<file path="src/rtl/pqcuark_ntt_pkg.sv">
// Shared NTT datapath definitions: moduli, add/sub opcode and stage-1 payload.
package pqcuark_ntt_pkg;

  localparam int unsigned KYBER_Q_C     = 3329;
  localparam int unsigned DILITHIUM_Q_C = 8380417;
  localparam int unsigned LANE_W_C      = 16;
  localparam int unsigned WORD_W_C      = 32;

  typedef enum logic {
    OP_ADD = 1'b0,
    OP_SUB = 1'b1
  } addsub_op_e;

  // Raw adder/subtractor output awaiting modular correction.
  // flags[0]: carry/borrow of lane lo (or of the 32-bit word); flags[1]: lane hi.
  typedef struct packed {
    logic [WORD_W_C-1:0] raw;
    logic [1:0]          flags;
    logic                selKD;
    addsub_op_e          op;
  } addsub_s1_t;

endpackage

</file>
<file path="src/rtl/mod_lane_correct.sv">
// Combinational final correction of one raw lane into [0,q).
// Add: subtract q when carry/sum reaches q. Sub: add q back when a borrow occurred.
module mod_lane_correct #(
  parameter int unsigned W = 16
) (
  input  logic [W-1:0] raw_i,
  input  logic         flag_i,
  input  logic         sub_i,
  input  logic [W-1:0] q_i,
  output logic [W-1:0] res_c_o
);

  // Select the corrected value; arithmetic wraps at the lane width.
  always_comb begin
    res_c_o = raw_i;
    if (sub_i) begin
      if (flag_i) res_c_o = raw_i + q_i;
    end else if ({flag_i, raw_i} >= {1'b0, q_i}) begin
      res_c_o = raw_i - q_i;
    end
  end

endmodule

</file>
<file path="src/rtl/mod_addsub_pipe.sv">
// Two-stage pipelined modular add/sub: Kyber 2x16 (q=3329) or Dilithium 1x32 (q=8380417).
// Optional operand range check enabled by defining MOD_ADDSUB_RANGE_CHK_EN.
module mod_addsub_pipe
  import pqcuark_ntt_pkg::*;
(
  input  logic                clk_i,
  input  logic                rst_i,
  input  logic                valid_i,
  output logic                ready_o,
  input  logic                selKD_i,
  input  logic                op_i,
  input  logic [WORD_W_C-1:0] srcA_i,
  input  logic [WORD_W_C-1:0] srcB_i,
  output logic                valid_o,
  input  logic                ready_i,
  output logic [WORD_W_C-1:0] result_o
`ifdef MOD_ADDSUB_RANGE_CHK_EN
  ,
  output logic                range_err_o
`endif
);

  localparam logic [LANE_W_C-1:0] KQ_C = LANE_W_C'(KYBER_Q_C);
  localparam logic [WORD_W_C-1:0] DQ_C = WORD_W_C'(DILITHIUM_Q_C);

  logic                s1_valid_q, s1_valid_d;
  addsub_s1_t          s1_q, s1_d;
  logic                valid_q, valid_d;
  logic [WORD_W_C-1:0] result_q, result_d;

  logic                s2_free;
  logic                s1_adv;
  logic                in_fire;

  logic [LANE_W_C:0]   lo_raw, hi_raw;
  logic [WORD_W_C:0]   wd_raw;

  logic [LANE_W_C-1:0] hi_res;
  logic [WORD_W_C-1:0] sh_raw, sh_q, sh_res;
  logic [WORD_W_C-1:0] corr;

  // Handshake: combinational ready, no skid buffer.
  assign s2_free = !valid_q || ready_i;
  assign s1_adv  = s1_valid_q && s2_free;
  assign ready_o = !s1_valid_q || s2_free;
  assign in_fire = valid_i && ready_o;

  // Raw lane-isolated (Kyber) and full-width (Dilithium) add/sub with carry/borrow.
  always_comb begin
    lo_raw = '0;
    hi_raw = '0;
    wd_raw = '0;
    if (op_i) begin
      lo_raw = {1'b0, srcA_i[LANE_W_C-1:0]} - {1'b0, srcB_i[LANE_W_C-1:0]};
      hi_raw = {1'b0, srcA_i[WORD_W_C-1:LANE_W_C]} - {1'b0, srcB_i[WORD_W_C-1:LANE_W_C]};
      wd_raw = {1'b0, srcA_i} - {1'b0, srcB_i};
    end else begin
      lo_raw = {1'b0, srcA_i[LANE_W_C-1:0]} + {1'b0, srcB_i[LANE_W_C-1:0]};
      hi_raw = {1'b0, srcA_i[WORD_W_C-1:LANE_W_C]} + {1'b0, srcB_i[WORD_W_C-1:LANE_W_C]};
      wd_raw = {1'b0, srcA_i} + {1'b0, srcB_i};
    end
  end

  // Stage-1 next state: load on input transfer, empty when handed to stage 2.
  always_comb begin
    s1_valid_d = s1_valid_q;
    s1_d       = s1_q;
    if (in_fire) begin
      s1_valid_d = 1'b1;
      s1_d.selKD = selKD_i;
      s1_d.op    = addsub_op_e'(op_i);
      if (selKD_i) begin
        s1_d.raw   = {hi_raw[LANE_W_C-1:0], lo_raw[LANE_W_C-1:0]};
        s1_d.flags = {hi_raw[LANE_W_C], lo_raw[LANE_W_C]};
      end else begin
        s1_d.raw   = wd_raw[WORD_W_C-1:0];
        s1_d.flags = {1'b0, wd_raw[WORD_W_C]};
      end
    end else if (s1_adv) begin
      s1_valid_d = 1'b0;
    end
  end

  // Stage-1 registers.
  always_ff @(posedge clk_i or posedge rst_i) begin
    if (rst_i) begin
      s1_valid_q <= 1'b0;
      s1_q       <= '0;
    end else begin
      s1_valid_q <= s1_valid_d;
      s1_q       <= s1_d;
    end
  end

  // Shared corrector serves Kyber lane lo and the Dilithium word.
  assign sh_raw = s1_q.selKD ? {{LANE_W_C{1'b0}}, s1_q.raw[LANE_W_C-1:0]} : s1_q.raw;
  assign sh_q   = s1_q.selKD ? {{LANE_W_C{1'b0}}, KQ_C} : DQ_C;

  mod_lane_correct #(.W(LANE_W_C)) u_corr_hi (
    .raw_i   (s1_q.raw[WORD_W_C-1:LANE_W_C]),
    .flag_i  (s1_q.flags[1]),
    .sub_i   (s1_q.op == OP_SUB),
    .q_i     (KQ_C),
    .res_c_o (hi_res)
  );

  mod_lane_correct #(.W(WORD_W_C)) u_corr_sh (
    .raw_i   (sh_raw),
    .flag_i  (s1_q.flags[0]),
    .sub_i   (s1_q.op == OP_SUB),
    .q_i     (sh_q),
    .res_c_o (sh_res)
  );

  assign corr = s1_q.selKD ? {hi_res, sh_res[LANE_W_C-1:0]} : sh_res;

  // Stage-2 next state: capture corrected result, hold while downstream stalls.
  always_comb begin
    valid_d  = valid_q;
    result_d = result_q;
    if (s1_adv) begin
      valid_d  = 1'b1;
      result_d = corr;
    end else if (ready_i) begin
      valid_d  = 1'b0;
    end
  end

  // Stage-2 registers.
  always_ff @(posedge clk_i or posedge rst_i) begin
    if (rst_i) begin
      valid_q  <= 1'b0;
      result_q <= '0;
    end else begin
      valid_q  <= valid_d;
      result_q <= result_d;
    end
  end

  assign valid_o  = valid_q;
  assign result_o = result_q;

`ifdef MOD_ADDSUB_RANGE_CHK_EN
  logic rng_in, rng_s1_q, rng_s1_d, rng_s2_q, rng_s2_d;

  assign rng_in = selKD_i ?
                  ((srcA_i[LANE_W_C-1:0] >= KQ_C) || (srcA_i[WORD_W_C-1:LANE_W_C] >= KQ_C) ||
                   (srcB_i[LANE_W_C-1:0] >= KQ_C) || (srcB_i[WORD_W_C-1:LANE_W_C] >= KQ_C)) :
                  ((srcA_i >= DQ_C) || (srcB_i >= DQ_C));

  // Range flag travels with its operation through both stages.
  always_comb begin
    rng_s1_d = rng_s1_q;
    rng_s2_d = rng_s2_q;
    if (in_fire) rng_s1_d = rng_in;
    if (s1_adv)  rng_s2_d = rng_s1_q;
  end

  // Range flag registers.
  always_ff @(posedge clk_i or posedge rst_i) begin
    if (rst_i) begin
      rng_s1_q <= 1'b0;
      rng_s2_q <= 1'b0;
    end else begin
      rng_s1_q <= rng_s1_d;
      rng_s2_q <= rng_s2_d;
    end
  end

  assign range_err_o = rng_s2_q;
`endif

endmodule
</file>
<file path="config.mk">
export PLATFORM = sky130hd
export DESIGN_NAME = mod_addsub_pipe
export DESIGN_NICKNAME = d
export VERILOG_FILES = /design/src/rtl/pqcuark_ntt_pkg.sv /design/src/rtl/mod_lane_correct.sv /design/src/rtl/mod_addsub_pipe.sv
export SDC_FILE = /design/constraint.sdc
export NUM_CORES = 1
export LEC_CHECK = 0
export CAP_MARGIN = 20
export CORE_MARGIN = 5
export CORE_UTILIZATION = 30
export CTS_BUF_LIST = sky130_fd_sc_hd__clkbuf_4
export CTS_CLUSTER_DIAMETER = 50
export CTS_CLUSTER_SIZE = 30
export DETAILED_ROUTE_END_ITERATION = 8
export GPL_TIMING_DRIVEN = 0
export PLACE_DENSITY_LB_ADDON = 0.05
export REMOVE_ABC_BUFFERS = 1
export SLEW_MARGIN = 20
export SYNTH_ARGS = -nofsm -noshare
export SYNTH_HDL_FRONTEND = slang
export SYNTH_SLANG_ARGS = --single-unit
</file>
<file path="constraint.sdc">
create_clock -name clk_i -period 7.9 [get_ports clk_i]
set_input_delay 1.58 -clock clk_i [delete_from_list [all_inputs] [get_ports clk_i]]
set_output_delay 1.58 -clock clk_i [all_outputs]
set_load 0.01 [all_outputs]
</file>
==> Yosys cells after proc, flatten, opt, wreduce, memory -nomap -nowiden <==
Index checks and enable logic that the tools add are counted.
{ "classes": {"n_addsub": 10, "muxes": 17, "magnitude_cmp": 2, "div": 0, "n_shift": 0, "multipliers": 0, "n_reduce_logical": 8, "n_eq_ne": 0, "bitwise": 0} }
{ "ops": {"columns": ["cell", "n"], "rows": [
  ["two-way mux 32 bit", 5],
  ["two-way mux 16 bit", 3],
  ["adder 16 x 16 -> 17 bit", 2],
  ["two-way mux 17 bit", 2],
  ["two-way mux 34 bit", 1],
  ["subtractor 16 x 16 -> 17 bit", 2],
  ["adder 32 x 32 -> 33 bit", 1],
  [">= comparator 33 x 23 -> 1 bit", 1],
  ["two-way mux 33 bit", 1],
  ["subtractor 32 x 32 -> 33 bit", 1],
  ["adder 32 x 23 -> 32 bit", 1],
  ["subtractor 32 x 23 -> 32 bit", 1],
  ["two-way mux 23 bit", 1],
  [">= comparator 17 x 12 -> 1 bit (second input constant)", 1],
  ["adder 16 x 12 -> 16 bit (second input constant)", 1],
  ["subtractor 16 x 12 -> 16 bit (second input constant)", 1],
  ["two-way mux 1 bit", 4],
  ["nonzero test 2 bit", 2],
  ["logical AND 1 bit", 2],
  ["logical NOT 1 bit", 2],
  ["logical OR 1 bit", 2]
]} }
{ "word_totals": {"mem_bits_rw": 0, "reg_bits": 70, "mem_bits_ro": 0, "latchBits": 0, "in_bits": 70, "mem_count": 0, "wordCells": 44, "output_inout_bits": 34} }

==> Logic depth before layout (Yosys ltp) <==
{ "depth": {"ltp_word": 5, "mapped_depth": 19, "mapped_depth_nobuf": 19} }

==> By module <==
From an unflattened synthesis, not the netlist that was laid out.
{ "hier_totals": {"cells_unflattened": 1711, "area_unflattened_um2": 12727.2} }
{ "by_module_without_submodules": {"columns": ["mod", "instances", "cells_each", "area_each_um2", "seq_area_each_um2"], "rows": [
  ["mod_addsub_pipe", 1, 738, 6160.9, 1751.7],
  ["mod_lane_correct (u_corr_sh)", 1, 674, 4524.3, 0.0],
  ["mod_lane_correct (u_corr_hi)", 1, 299, 2042.0, 0.0]
]} }

==> Least setup slack after synthesis <==
OpenSTA, ideal clock, no wires.
{ "synth_path": {"path_kind": "in2reg", "from": "input port srcB_i[8]", "to": "register s1_q[34] in the netlist's numbering", "setup_time_ps": 90, "required_time_ps": 7810, "cell_stages": 17, "t_arrival_ps": 5136, "setup_slack_ps": 2674, "n_path_buf": 0, "path_cell_list": "nor3_1 > nand2_1 > nor4_2 > nand2_1 > nor4_2 > nor2_1 > xnor2_1 > ha_1 > and3_1 > nand4_1 > or3b_2 > o21ai_1 > a31oi_1 > o41ai_1 > o31ai_1 > xor2_1 > o221ai_1"} }
{ "synth_via": {"elab_chain_len": 3, "word_cells_on_any_way": 4, "classes_between": "2 x add/sub; 2 x mux"} }
{ "synth_lines": {"columns": ["item", "line", "source"], "rows": [
  ["start: declaration", "mod_addsub_pipe.sv:13", "input logic [WORD_W_C-1:0] srcB_i,"],
  ["adder 32 x 32 -> 33 bit or subtractor 32 x 32 -> 33 bit (tied branches)", "mod_addsub_pipe.sv:60, mod_addsub_pipe.sv:56", null],
  ["two-way mux 33 bit (*)", "mod_addsub_pipe.sv:53", "if (op_i) begin"],
  ["two-way mux 34 bit (*)", "mod_addsub_pipe.sv:72", "if (selKD_i) begin"],
  ["end signal: assignment", "mod_addsub_pipe.sv:88", "s1_q <= '0;"],
  ["end signal: assignment", "mod_addsub_pipe.sv:91", "s1_q <= s1_d;"],
  ["end: declaration", "mod_addsub_pipe.sv:27", "addsub_s1_t s1_q, s1_d;"]
]} }
Mark *: on every way between the ends. The rest lies on a longest branch, timed or not.
A chain may end at the register's enable or synchronous reset.

==> Worst setup path after layout <==
{ "layout_path": {"from": "input port srcB_i[0]", "to": "register s1_q[34] in the netlist's numbering"} }
Same word-level chain as after synthesis.

==> flow_metrics.py <==
metrics = {
    "worst_hold_path": {
        "min-delay-start": "result_o[26]$_DFFE_PP0P_",
        "min_path_type": "flip-flop to flip-flop",
    },
    "sta": {
        "tightest_slew_ps": 925,
        "setup_tns_ps": 0,
        "skew_ps": 26.7,
        "setup_viol": 0,
        "slew_violations": 0,
        "hold_slack_ps": 491,
        "relSlewSlack_pct": 38.3,
        "period_minus_slack_ps": 6390,
        "fin_crit_sh_pct": 80.8,
        "rsz0062_at_grt": "no",
        "timing.final.ws_setup_ps": 1510,
        "fmax_mhz": 157,
        "hold_violations": 0,
    },
    "floorplanning": {
        "die-area_um2": 30500,
        "die_y_um": 175,
        "num_io_pins": 104,
        "coreArea_um2": 26800,
        "fp.dieW_um": 175,
        "initial_core_util_pct": 30.3,
        "num_rows": 60,
    },
    "global_route": {
        "overflow": 0,
        "antenna_found_initial": 1,
        "grt_pass1_vias": 7627,
        "grt_use_met2_pct": 24.6,
        "grt_pass1_wl_um": 41000,
        "met1_usage_pct": 24.5,
        "busiest_layer": "met2",
        "grt_max_degree": 42,
        "met3_usage_pct": 1.47,
        "track_usage_pct": 16.1,
    },
    "critical_path": {
        "cpMaxStageDelayCell": "nor4_2",
        "startpoint_type": "input pin",
        "critPathTopFamily": "simple AND/OR/NAND/NOR gates",
        "worstPathMaxFanout": 6,
        "max_stage_delay_ps": 520,
        "cp_num_buf_inv": 2,
        "crit_type": "input pin to flip-flop",
        "regToRegStartpoint": "s1_q[1]$_DFFE_PP0P_",
        "crit_start": "srcB_i[0]",
        "required_ps": 8220,
        "path_cells": "clkdlybuf4s50_1 > inv_1 > ha_1 > nand2_1 > nor3_1 > nand2_1 > nor4_2 > nor2_1 > xnor2_1 > ha_1 > and3_1 > nand4_1 > or3b_2 > o21ai_1 > a31oi_1 > o41ai_1 > o31ai_1 > xor2_1 > o221ai_1",
        "end_kind": "flip-flop",
        "critPathArrivalTime_ps": 6710,
    },
    "synthesis": {
        "syn-cell-area_um2": 8130,
        "synth_area_per_cell_um2": 7.55,
        "synth.distinct_cells": 88,
        "synth_top_area_share_pct": 21.5,
        "synth-edff-count": 0,
        "synth.most_common_cell": "nand2_1",
        "synthTopCellsByCount": "nand2_1, a21oi_1, nor2_1",
        "syn_inst": 1077,
        "synth_area_leader_cell": "dfrtp_1",
        "ys_seq_elements": 70,
        "synth_top_flop_cell": "dfrtp_1",
        "ys_seq_area_share_pct": 21.5,
        "synthTopCellsByArea": "dfrtp_1, ha_1, xnor2_1",
        "yosysWarnings": 0,
        "synthArstFlopShare_pct": 100,
    },
    "drt": {
        "vias": 7813,
        "wl_per_cell_um": 16.7,
        "ant_nets": 0,
        "drc": 0,
        "viasPerCell": 5.24,
        "drtIter0Drc": 344,
        "wirelength_um": 25000,
        "drt_pass1_iterations": 5,
    },
    "run": {
        "drv_cap": 0,
    },
    "clock_network": {
        "clock-sinks": 70,
        "ctsResizeCount": 0,
        "path_clk_slew_ps": 130,
        "clkLatencyLatePin_ps": 450,
        "ctsHtreeMaxLevel": 3,
        "post_cts_buffers": 0,
        "cts_tree": "done",
        "numCtsBuffers": 9,
        "hold_buffers": 0,
        "cts_buffer_depth": 2,
        "root_buffer": "clkbuf_4",
    },
    "layout": {
        "drive_gt1_share_pct": 4.87,
        "stdcell_count": 1492,
        "area_growth_pct": 18.6,
        "fillers": 2875,
        "nNetsFinal": 1285,
        "fin_area_um2": 9640,
    },
    "place": {
        "gp_congestion": 0.847,
        "io_buffers": 103,
        "hpwlAfterDp_um": 20200,
        "placed_area_um2": 9500,
        "placedCellCount": 1475,
        "place_ws_ps": 901,
    },
    "outcome": {
        "status": "completed",
    },
    "pwr": {
        "p_per_area_nw_per_um2": 218,
        "ir_drop_mv": 0.0704,
        "p_leak_nw": 3.86,
    },
}
-- layer usage --
layer  part of all wire [%]  up-vias
li1                       -     4050
met5                      0        -
met4                    1.6        0
met1                     53     3569
met2                     42      175
met3                    3.2       19
-- report_power, final --
part / internal (mW) / switching [mW] / total (mW)
Combinational: 0.559 / 0.656 / 1.22
Clock: 0.0965 / 0.152 / 0.249
Sequential: 0.476 / 0.165 / 0.641
Total: 1.13 / 0.974 / 2.10
-- registers in the layout, indices dropped and copies added, names as in the netlist --
signal      flops
s1_valid_q      1
valid_o         1
s1_q           36
result_o       32
-- through the flow --
stage	total power, mW	utilization (%)
finish	2.10	36.0
global route	2.29	36.0
CTS	2.13	36.0
detailed placement	1.87	35.4
global placement	1.86	35.0
floorplan	1.40	-
-- tightest hold or removal path, cell delays in order, from the launching register on --
cell and delay [ps]:
dfrtp_1 370, nand2_1 40, o21ai_0 50
-- worst paths after layout --
check | slack [ps] | cells past startpoint | to
min in group asynchronous | 1450 | 2 | result_o[10]$_DFFE_PP0P_
max | 1510 | 19 | s1_q[34]$_DFFE_PP0P_
max reg2reg | 3780 | 13 | result_o[24]$_DFFE_PP0P_
min reg2reg | 490 | 2 | result_o[26]$_DFFE_PP0P_
max in group asynchronous | 5850 | 3 | s1_q[1]$_DFFE_PP0P_
min | 490 | 2 | result_o[26]$_DFFE_PP0P_
-- final cells by class --
| cell class | count | area [um2] | area share, % |
|---|---|---|---|
| diodes | 1 | 2.50 | 0.0259 |
| clock buffers | 9 | 67.6 | 0.701 |
| clock inverters | 7 | 73.8 | 0.765 |
| inverters | 46 | 175 | 1.82 |
| multi-input cells | 910 | 6000 | 62.3 |
| flip-flops and latches | 70 | 1750 | 18.2 |
| well taps | 341 | 427 | 4.42 |
| repair buffers | 108 | 1140 | 11.8 |
-- cell families after synthesis --
family | after synthesis | share of synthesized area (%)
AND/OR/NAND/NOR | 366 | 22.0
flip-flops | 70 | 21.5
multiplexers | 7 | 0.908
adder cells (fa/ha/maj) | 70 | 11.0
buffers and inverters | 97 | 4.65
AO/OA/AOI/OAI | 361 | 28.5
XOR/XNOR | 106 | 11.4
-- layout by cell type (no fill, tap or decap), types with 28 or more instances in the layout --
cell / n
o21ai_0: 77
nand2_1: 127
clkdlybuf4s50_1: 102
inv_1: 44
nor2_1: 80
o21ai_1: 34
xnor2_1: 74
xor2_1: 32
nor3_1: 28
ha_1: 68
a21oi_1: 96
dfrtp_1: 69
(Power assumes the default switching activity.)
